### src/rtl/scaler_frame_sequencer.sv
// ---------------------------------------------------------------------------------------------
// scaler_frame_sequencer
//
// Frame-level controller for one streamScaler instance. The host writes a shadow copy of the
// scaler configuration and requests a commit; the commit is applied (shadow -> active) only on
// entry to START, so the active configuration never changes inside a frame. Each frame issues
// a one-cycle start pulse, waits a programmable number of cycles, then paces read-out with
// nextDout in line windows separated by programmable H-blank gaps. Accepted pixels
// (dOutValid & nextDout) are counted and the last pixel of the frame raises frameDone.
//
// Ports
//   i_clk                rising-edge clock
//   i_rst_n              synchronous reset, active low
//   i_cfg_write          write i_cfg_data into shadow register i_cfg_addr
//   i_cfg_addr           0 discard, 1 inXRes, 2 inYRes, 3 outXRes, 4 outYRes, 5 xScale,
//                        6 yScale, 7 leftOffset, 8 topFracOffset, 9 nearestNeighbor,
//                        10 startWait, 11 hBlank; 12-15 ignored
//   i_cfg_data           write data, LSB-aligned, truncated to register width
//   i_cfg_commit         request shadow -> active copy at next frame start
//   i_run                level; run frames back to back while high
//   i_d_out_valid        scaler output valid
//   o_scaler_start       one-cycle start pulse to the scaler
//   o_input_discard_cnt .. o_nearest_neighbor   active configuration to the scaler
//   o_next_dout          read request to the scaler (registered)
//   o_frame_done         one-cycle pulse coincident with the last accepted pixel
//   o_busy               high in every state except IDLE
//   o_commit_pending     commit requested but not yet applied
// ---------------------------------------------------------------------------------------------
module scaler_frame_sequencer #(
   parameter int unsigned DISCARD_CNT_WIDTH  = 8,
   parameter int unsigned INPUT_X_RES_WIDTH  = 11,
   parameter int unsigned INPUT_Y_RES_WIDTH  = 11,
   parameter int unsigned OUTPUT_X_RES_WIDTH = 11,
   parameter int unsigned OUTPUT_Y_RES_WIDTH = 11,
   parameter int unsigned SCALE_WIDTH        = 18,
   parameter int unsigned BLANK_WIDTH        = 16
) (
   input  logic                            i_clk,
   input  logic                            i_rst_n,
   input  logic                            i_cfg_write,
   input  logic [3:0]                      i_cfg_addr,
   input  logic [31:0]                     i_cfg_data,
   input  logic                            i_cfg_commit,
   input  logic                            i_run,
   input  logic                            i_d_out_valid,
   output logic                            o_scaler_start,
   output logic [DISCARD_CNT_WIDTH-1:0]    o_input_discard_cnt,
   output logic [INPUT_X_RES_WIDTH-1:0]    o_input_x_res,
   output logic [INPUT_Y_RES_WIDTH-1:0]    o_input_y_res,
   output logic [OUTPUT_X_RES_WIDTH-1:0]   o_output_x_res,
   output logic [OUTPUT_Y_RES_WIDTH-1:0]   o_output_y_res,
   output logic [SCALE_WIDTH-1:0]          o_x_scale,
   output logic [SCALE_WIDTH-1:0]          o_y_scale,
   output logic [INPUT_X_RES_WIDTH+13:0]   o_left_offset,
   output logic [SCALE_WIDTH-1:0]          o_top_frac_offset,
   output logic                            o_nearest_neighbor,
   output logic                            o_next_dout,
   output logic                            o_frame_done,
   output logic                            o_busy,
   output logic                            o_commit_pending
);

   localparam int unsigned LeftOffsetWidth = INPUT_X_RES_WIDTH + 14;

   typedef enum logic [2:0] {
      StIdle,
      StStart,
      StWait,
      StLine,
      StBlank,
      StDone
   } state_e;

   // Shadow (host-side) configuration
   logic [DISCARD_CNT_WIDTH-1:0]  r_sh_discard;
   logic [INPUT_X_RES_WIDTH-1:0]  r_sh_in_x;
   logic [INPUT_Y_RES_WIDTH-1:0]  r_sh_in_y;
   logic [OUTPUT_X_RES_WIDTH-1:0] r_sh_out_x;
   logic [OUTPUT_Y_RES_WIDTH-1:0] r_sh_out_y;
   logic [SCALE_WIDTH-1:0]        r_sh_x_scale;
   logic [SCALE_WIDTH-1:0]        r_sh_y_scale;
   logic [LeftOffsetWidth-1:0]    r_sh_left;
   logic [SCALE_WIDTH-1:0]        r_sh_top;
   logic                          r_sh_nn;
   logic [BLANK_WIDTH-1:0]        r_sh_start_wait;
   logic [BLANK_WIDTH-1:0]        r_sh_h_blank;

   // Active (frame-stable) configuration
   logic [DISCARD_CNT_WIDTH-1:0]  r_act_discard;
   logic [INPUT_X_RES_WIDTH-1:0]  r_act_in_x;
   logic [INPUT_Y_RES_WIDTH-1:0]  r_act_in_y;
   logic [OUTPUT_X_RES_WIDTH-1:0] r_act_out_x;
   logic [OUTPUT_Y_RES_WIDTH-1:0] r_act_out_y;
   logic [SCALE_WIDTH-1:0]        r_act_x_scale;
   logic [SCALE_WIDTH-1:0]        r_act_y_scale;
   logic [LeftOffsetWidth-1:0]    r_act_left;
   logic [SCALE_WIDTH-1:0]        r_act_top;
   logic                          r_act_nn;
   logic [BLANK_WIDTH-1:0]        r_act_start_wait;
   logic [BLANK_WIDTH-1:0]        r_act_h_blank;

   // Control state
   state_e                        r_state;
   logic                          r_commit_pending;
   logic                          r_cfg_valid;
   logic                          r_next_dout;
   logic [OUTPUT_X_RES_WIDTH-1:0] r_x_cnt;
   logic [OUTPUT_Y_RES_WIDTH-1:0] r_y_cnt;
   logic [BLANK_WIDTH-1:0]        r_tmr;    // shared by startup wait and H-blank

   state_e                        w_state_d;
   logic [OUTPUT_X_RES_WIDTH-1:0] w_x_cnt_d;
   logic [OUTPUT_Y_RES_WIDTH-1:0] w_y_cnt_d;
   logic [BLANK_WIDTH-1:0]        w_tmr_d;
   logic                          w_accept;
   logic                          w_apply;
   logic                          w_unused_cfg_data;

   // Upper data bits beyond the widest register are intentionally dropped.
   assign w_unused_cfg_data = ^i_cfg_data;

   assign w_accept = i_d_out_valid & r_next_dout;
   // START is only ever entered from IDLE or DONE, so this marks every entry into START.
   assign w_apply  = (w_state_d == StStart) & r_commit_pending;

   // Next-state and pulse outputs
   always_comb begin
      w_state_d      = r_state;
      w_x_cnt_d      = r_x_cnt;
      w_y_cnt_d      = r_y_cnt;
      w_tmr_d        = r_tmr;
      o_scaler_start = 1'b0;
      o_frame_done   = 1'b0;
      unique case (r_state)
         StIdle: begin
            if (i_run && (r_cfg_valid || r_commit_pending)) begin
               w_state_d = StStart;
            end
         end
         StStart: begin
            o_scaler_start = 1'b1;
            w_state_d      = StWait;
            w_tmr_d        = r_act_start_wait;
         end
         StWait: begin
            if (r_tmr == '0) begin
               w_state_d = StLine;
               w_x_cnt_d = '0;
            end else begin
               w_tmr_d = r_tmr - BLANK_WIDTH'(1);
            end
         end
         StLine: begin
            if (w_accept) begin
               if (r_x_cnt == r_act_out_x) begin
                  if (r_y_cnt == r_act_out_y) begin
                     w_state_d    = StDone;
                     o_frame_done = 1'b1;
                  end else begin
                     w_state_d = StBlank;
                     w_y_cnt_d = r_y_cnt + OUTPUT_Y_RES_WIDTH'(1);
                     w_x_cnt_d = '0;
                     w_tmr_d   = r_act_h_blank;
                  end
               end else begin
                  w_x_cnt_d = r_x_cnt + OUTPUT_X_RES_WIDTH'(1);
               end
            end
         end
         StBlank: begin
            if (r_tmr == '0) begin
               w_state_d = StLine;
            end else begin
               w_tmr_d = r_tmr - BLANK_WIDTH'(1);
            end
         end
         StDone: begin
            w_x_cnt_d = '0;
            w_y_cnt_d = '0;
            w_tmr_d   = '0;
            w_state_d = i_run ? StStart : StIdle;
         end
         default: begin
            w_state_d = StIdle;
         end
      endcase
   end

   always_ff @(posedge i_clk) begin
      if (!i_rst_n) begin
         r_state          <= StIdle;
         r_commit_pending <= 1'b0;
         r_cfg_valid      <= 1'b0;
         r_next_dout      <= 1'b0;
         r_x_cnt          <= '0;
         r_y_cnt          <= '0;
         r_tmr            <= '0;
         r_sh_discard     <= '0;
         r_sh_in_x        <= '0;
         r_sh_in_y        <= '0;
         r_sh_out_x       <= '0;
         r_sh_out_y       <= '0;
         r_sh_x_scale     <= '0;
         r_sh_y_scale     <= '0;
         r_sh_left        <= '0;
         r_sh_top         <= '0;
         r_sh_nn          <= 1'b0;
         r_sh_start_wait  <= '0;
         r_sh_h_blank     <= '0;
         r_act_discard    <= '0;
         r_act_in_x       <= '0;
         r_act_in_y       <= '0;
         r_act_out_x      <= '0;
         r_act_out_y      <= '0;
         r_act_x_scale    <= '0;
         r_act_y_scale    <= '0;
         r_act_left       <= '0;
         r_act_top        <= '0;
         r_act_nn         <= 1'b0;
         r_act_start_wait <= '0;
         r_act_h_blank    <= '0;
      end else begin
         r_state     <= w_state_d;
         r_x_cnt     <= w_x_cnt_d;
         r_y_cnt     <= w_y_cnt_d;
         r_tmr       <= w_tmr_d;
         r_next_dout <= (w_state_d == StLine);

         // A commit arriving on the apply edge stays pending for the following frame.
         if (i_cfg_commit) begin
            r_commit_pending <= 1'b1;
         end else if (w_apply) begin
            r_commit_pending <= 1'b0;
         end

         if (i_cfg_write) begin
            case (i_cfg_addr)
               4'd0:    r_sh_discard    <= i_cfg_data[DISCARD_CNT_WIDTH-1:0];
               4'd1:    r_sh_in_x       <= i_cfg_data[INPUT_X_RES_WIDTH-1:0];
               4'd2:    r_sh_in_y       <= i_cfg_data[INPUT_Y_RES_WIDTH-1:0];
               4'd3:    r_sh_out_x      <= i_cfg_data[OUTPUT_X_RES_WIDTH-1:0];
               4'd4:    r_sh_out_y      <= i_cfg_data[OUTPUT_Y_RES_WIDTH-1:0];
               4'd5:    r_sh_x_scale    <= i_cfg_data[SCALE_WIDTH-1:0];
               4'd6:    r_sh_y_scale    <= i_cfg_data[SCALE_WIDTH-1:0];
               4'd7:    r_sh_left       <= i_cfg_data[LeftOffsetWidth-1:0];
               4'd8:    r_sh_top        <= i_cfg_data[SCALE_WIDTH-1:0];
               4'd9:    r_sh_nn         <= i_cfg_data[0];
               4'd10:   r_sh_start_wait <= i_cfg_data[BLANK_WIDTH-1:0];
               4'd11:   r_sh_h_blank    <= i_cfg_data[BLANK_WIDTH-1:0];
               default: ;
            endcase
         end

         // Copy uses the pre-edge shadow, so a same-cycle write only reaches the shadow.
         if (w_apply) begin
            r_cfg_valid      <= 1'b1;
            r_act_discard    <= r_sh_discard;
            r_act_in_x       <= r_sh_in_x;
            r_act_in_y       <= r_sh_in_y;
            r_act_out_x      <= r_sh_out_x;
            r_act_out_y      <= r_sh_out_y;
            r_act_x_scale    <= r_sh_x_scale;
            r_act_y_scale    <= r_sh_y_scale;
            r_act_left       <= r_sh_left;
            r_act_top        <= r_sh_top;
            r_act_nn         <= r_sh_nn;
            r_act_start_wait <= r_sh_start_wait;
            r_act_h_blank    <= r_sh_h_blank;
         end
      end
   end

   assign o_input_discard_cnt = r_act_discard;
   assign o_input_x_res       = r_act_in_x;
   assign o_input_y_res       = r_act_in_y;
   assign o_output_x_res      = r_act_out_x;
   assign o_output_y_res      = r_act_out_y;
   assign o_x_scale           = r_act_x_scale;
   assign o_y_scale           = r_act_y_scale;
   assign o_left_offset       = r_act_left;
   assign o_top_frac_offset   = r_act_top;
   assign o_nearest_neighbor  = r_act_nn;
   assign o_next_dout         = r_next_dout;
   assign o_busy              = (r_state != StIdle);
   assign o_commit_pending    = r_commit_pending;

endmodule
### config.mk
export PLATFORM = sky130hd
export DESIGN_NAME = scaler_frame_sequencer
export DESIGN_NICKNAME = d
export VERILOG_FILES = /design/src/rtl/scaler_frame_sequencer.sv
export SDC_FILE = /design/constraint.sdc
export NUM_CORES = 1
export LEC_CHECK = 0
export CORE_MARGIN = 3
export CORE_UTILIZATION = 55
export DETAILED_ROUTE_END_ITERATION = 8
export GPL_TIMING_DRIVEN = 0
export HOLD_SLACK_MARGIN = 0.06
export PLACE_DENSITY_LB_ADDON = 0.08
export REMOVE_ABC_BUFFERS = 1
export SLEW_MARGIN = 0
export SYNTH_ARGS = -nofsm -noshare
export SYNTH_HDL_FRONTEND = slang
export SYNTH_SLANG_ARGS = --single-unit
### constraint.sdc
create_clock -name i_clk -period 3.2 [get_ports i_clk]
set_input_delay 0.64 -clock i_clk [delete_from_list [all_inputs] [get_ports i_clk]]
set_output_delay 0.64 -clock i_clk [all_outputs]
set_load 0.005 [all_outputs]
==> out/qor.yml <==
clock_tree:
  htreeDepth: 2
  cts_root_buf: "clkbuf_16"
  clk_latency_ns: 0.53
  cts_tree: "built"
  cts_made_buffers: 38
  cts.sinks: 372
  clk_pin_slew_worst_paths_ns: 0.06
  clk_path_buf_depth: 3
layout:
  layout.nets: 1954
  multi_input_area_um2: 6540
  fillerInstances: 2099
  areaGrowthSynthToFinish_pct: 21.6
  utilization: 0.691
  layout-drive-gt1-share: 0.0506
  seq_area_um2: 7450
routing:
  via_per_inst: 5.64
  wl_mm: 38.1
  ant_nets: 0
  drtPass1Iterations: 5
  drc: 0
  vias: 12800
  wire_per_inst_um: 16.8
  drt_iter0_markers: 1306
setup_path:
  cp-end-kind: "output pin"
  crit_fanout: 7
  worst_path_max_delay_cell: "clkdlybuf4s50_1"
  r2r-start: "r_tmr[8]"
  start_kind: "flop"
  ff2ff_setup_slack_ns: 0.26
  crit_start: "r_x_cnt[2]"
  reg2regPathDepth: 8
  cp-endpoint: "o_frame_done"
  crit_chain: "xnor2_1, nand4_1, nor4_4, nand2_1, nor2_1, clkdlybuf4s50_1"
  path_class: "reg -> out"
  critPathMaxStageDelay_ns: 0.51
  rr_endpoint: "o_left_offset[7]"
  cp.required_ns: 2.56
  crit_arrival_ns: 2.43
logic_synthesis:
  seq_area_frac_synth: 0.513
  avgSynthCellArea_um2: 7.94
  ys_warn_count: 0
  syn_inst: 1828
  netlist_top_cells_count: "468 x nand2_1, 372 x dfxtp_1, 195 x o21ai_0, 183 x nand3_1, 168 x a21oi_1"
  synth_flop_cell: "dfxtp_1"
  synth.most_common_cell: "nand2_1"
  synth_cell_type_count: 53
  async_flop_share: 0
  synth_enable_flop_cells: 0
  syn-cell-area_um2: 14500
  synth_seq_cells: 372
  yosys.area.top_type_share: 0.513
  synthTopCellsByArea: "dfxtp_1 51%, nand2_1 12%, o21ai_0 6.7%, nand3_1 6.3%, a21oi_1 5.8%"
  synth_top_area_cell: "dfxtp_1"
power:
  p_leak_nw: 6.04
  powerDensity_nw_per_um2: 557
  irDropWorstVdd_mv: 0.542
global_route:
  grtUsageTotal: 0.260
  grt_pass1_wl_mm: 61.3
  antenna_found_initial: 1
  grt_pass1_vias: 11800
  grt_max_degree: 135
  grt.overflow.total: 0
sta:
  finalHoldViolations: 0
  clock.fmax_ghz: 0.326
  relSlewSlack: 0.126
  period_share: 0.959
  slew_violations: 0
  tns_ns: 0
  fin_crit_ns: 3.07
  tightestPinTransition_ns: 1.31
  whs_ns: 0.450
  setup_viol: 0
  rsz0062_at_grt: "no"
  fin_skew_ns: 0.0152
placement:
  io_buffers: 171
  hpwl_mm: 23.4
  gp_congestion: 0.885
floorplan:
  die_h_um: 168
  die_area_um2: 28400
  initial_utilization: 0.568
  ioPinCount: 179
  fp-row-count: 58
  fp.dieW_um: 168
  core_um2: 25500
worst_hold_path:
  hold_path.class: "reg -> reg"
job:
  drv_cap: 0
status:
  status: "finished clean"
-- per-stage QoR --
| stage | cell area (um2) | instances | power, mW | setup slack (ns) |
|---|---|---|---|---|
| 2_1_floorplan | 13900 | 1679 | 5.20 | -4.33 |
| 3_5_place_dp | 16300 | 2190 | 5.56 | -0.350 |
| 4_1_cts | 17600 | 2260 | 9.85 | 0.0105 |
| 6_report | 17700 | 2266 | 9.83 | 0.132 |
| 5_1_grt | 17700 | 2266 | 10.2 | 0.0347 |
| 3_3_place_gp | 16100 | 2180 | 5.51 | -16.03 |
-- routing by layer --
metal,part of all wire,vias to the layer above,GRT usage
met3,0.070,61,0.0683
met4,0.025,0,0.0822
met2,0.47,334,0.423
li1,-,6370,-
met1,0.44,6011,0.341
met5,0,-,0
-- how the worst min path moves through the flow --
stage	start	to	slack (ns)	cells past startpoint
after floorplan	r_cfg_valid	r_cfg_valid	0.43	2
after detailed placement	r_cfg_valid	r_cfg_valid	0.44	2
after global routing	r_sh_left[5]	r_sh_left[5]	0.47	2
after global placement	r_cfg_valid	r_cfg_valid	0.44	2
final	r_sh_top[5]	o_top_frac_offset[5]	0.45	2
after CTS	r_sh_top[5]	o_top_frac_offset[5]	0.45	2
-- area by class of cell --
cell class	instances	share of cell area
sequential	372	0.422
multi-input combinational	1300	0.371
timing repair buffer	186	0.112
clock buffer	59	0.0640
tap	330	0.0234
clock inverter	9	0.00503
inverter	9	0.00220
antenna	1	0.000142
-- cells in the final DEF (no fill, tap or decap), types with 4 or more instances in the layout --
cell               n
mux2i_1           33
a21oi_1          167
nor3_1            13
buf_16             6
or4_1             10
clkinv_2           5
o31ai_1            6
clkbuf_16         38
inv_1              7
nor2_1            65
and3_1             7
ha_1               5
a211oi_1           4
dfxtp_2            4
buf_4              4
nor2b_1            6
dfxtp_1          368
xnor2_1           19
nand3_1          181
o211ai_1           5
clkbuf_8          10
or3_1              9
o21ai_0          194
xor2_1            17
a221oi_1           8
clkdlybuf4s50_1  170
nand2b_1          10
a31oi_1            8
nand3b_1           4
nand2_1          468
clkbuf_1          11
nand4_1           11
nor4_1             8
-- cells by family (layout without fill, tap and decap cells) --
logic type | count (synthesis) | after routing | synth area share
compound gates | 413 | 413 | 0.152
flops | 372 | 372 | 0.513
fa+ha+maj | 5 | 5 | 0.00431
buf+inv | 158 | 263 | 0.0424
xor+xnor | 36 | 36 | 0.0217
simple gates | 811 | 813 | 0.243
mux | 33 | 33 | 0.0228
other cells | 0 | 1 | 0
-- worst max-delay path: cells and delay by family, from the launching register on --
family,cells,cell delay (ns)
buffers and inverters,1,0.51
XOR/XNOR,1,0.14
AND/OR/NAND/NOR,4,0.82
flip-flops,1,0.43
-- repair_timing --
item / 4_1_cts / 5_1_grt
pin swaps: 2 / 1
hold buffers: 0 / 0
setup endpoints to repair: 79 / 86
gates resized for setup: 4 / 7
buffers inserted: 1 / 3
gates cloned: 1 / 1
-- state kept, by name, summed over array words and instances, names as in the netlist, 18 cells and up --
name	cells
o_y_scale	18
o_x_scale	18
r_sh_x_scale	18
r_sh_left	25
o_left_offset	25
r_sh_y_scale	18
r_sh_top	18
o_top_frac_offset	18
-- power by group --
part	internal, mW	switching (mW)	total (mW)
Combinational	0.245	0.533	0.778
Clock	2.52	1.80	4.32
Sequential	4.68	0.0524	4.73
Note: power is estimated with default switching activity, not from simulation.
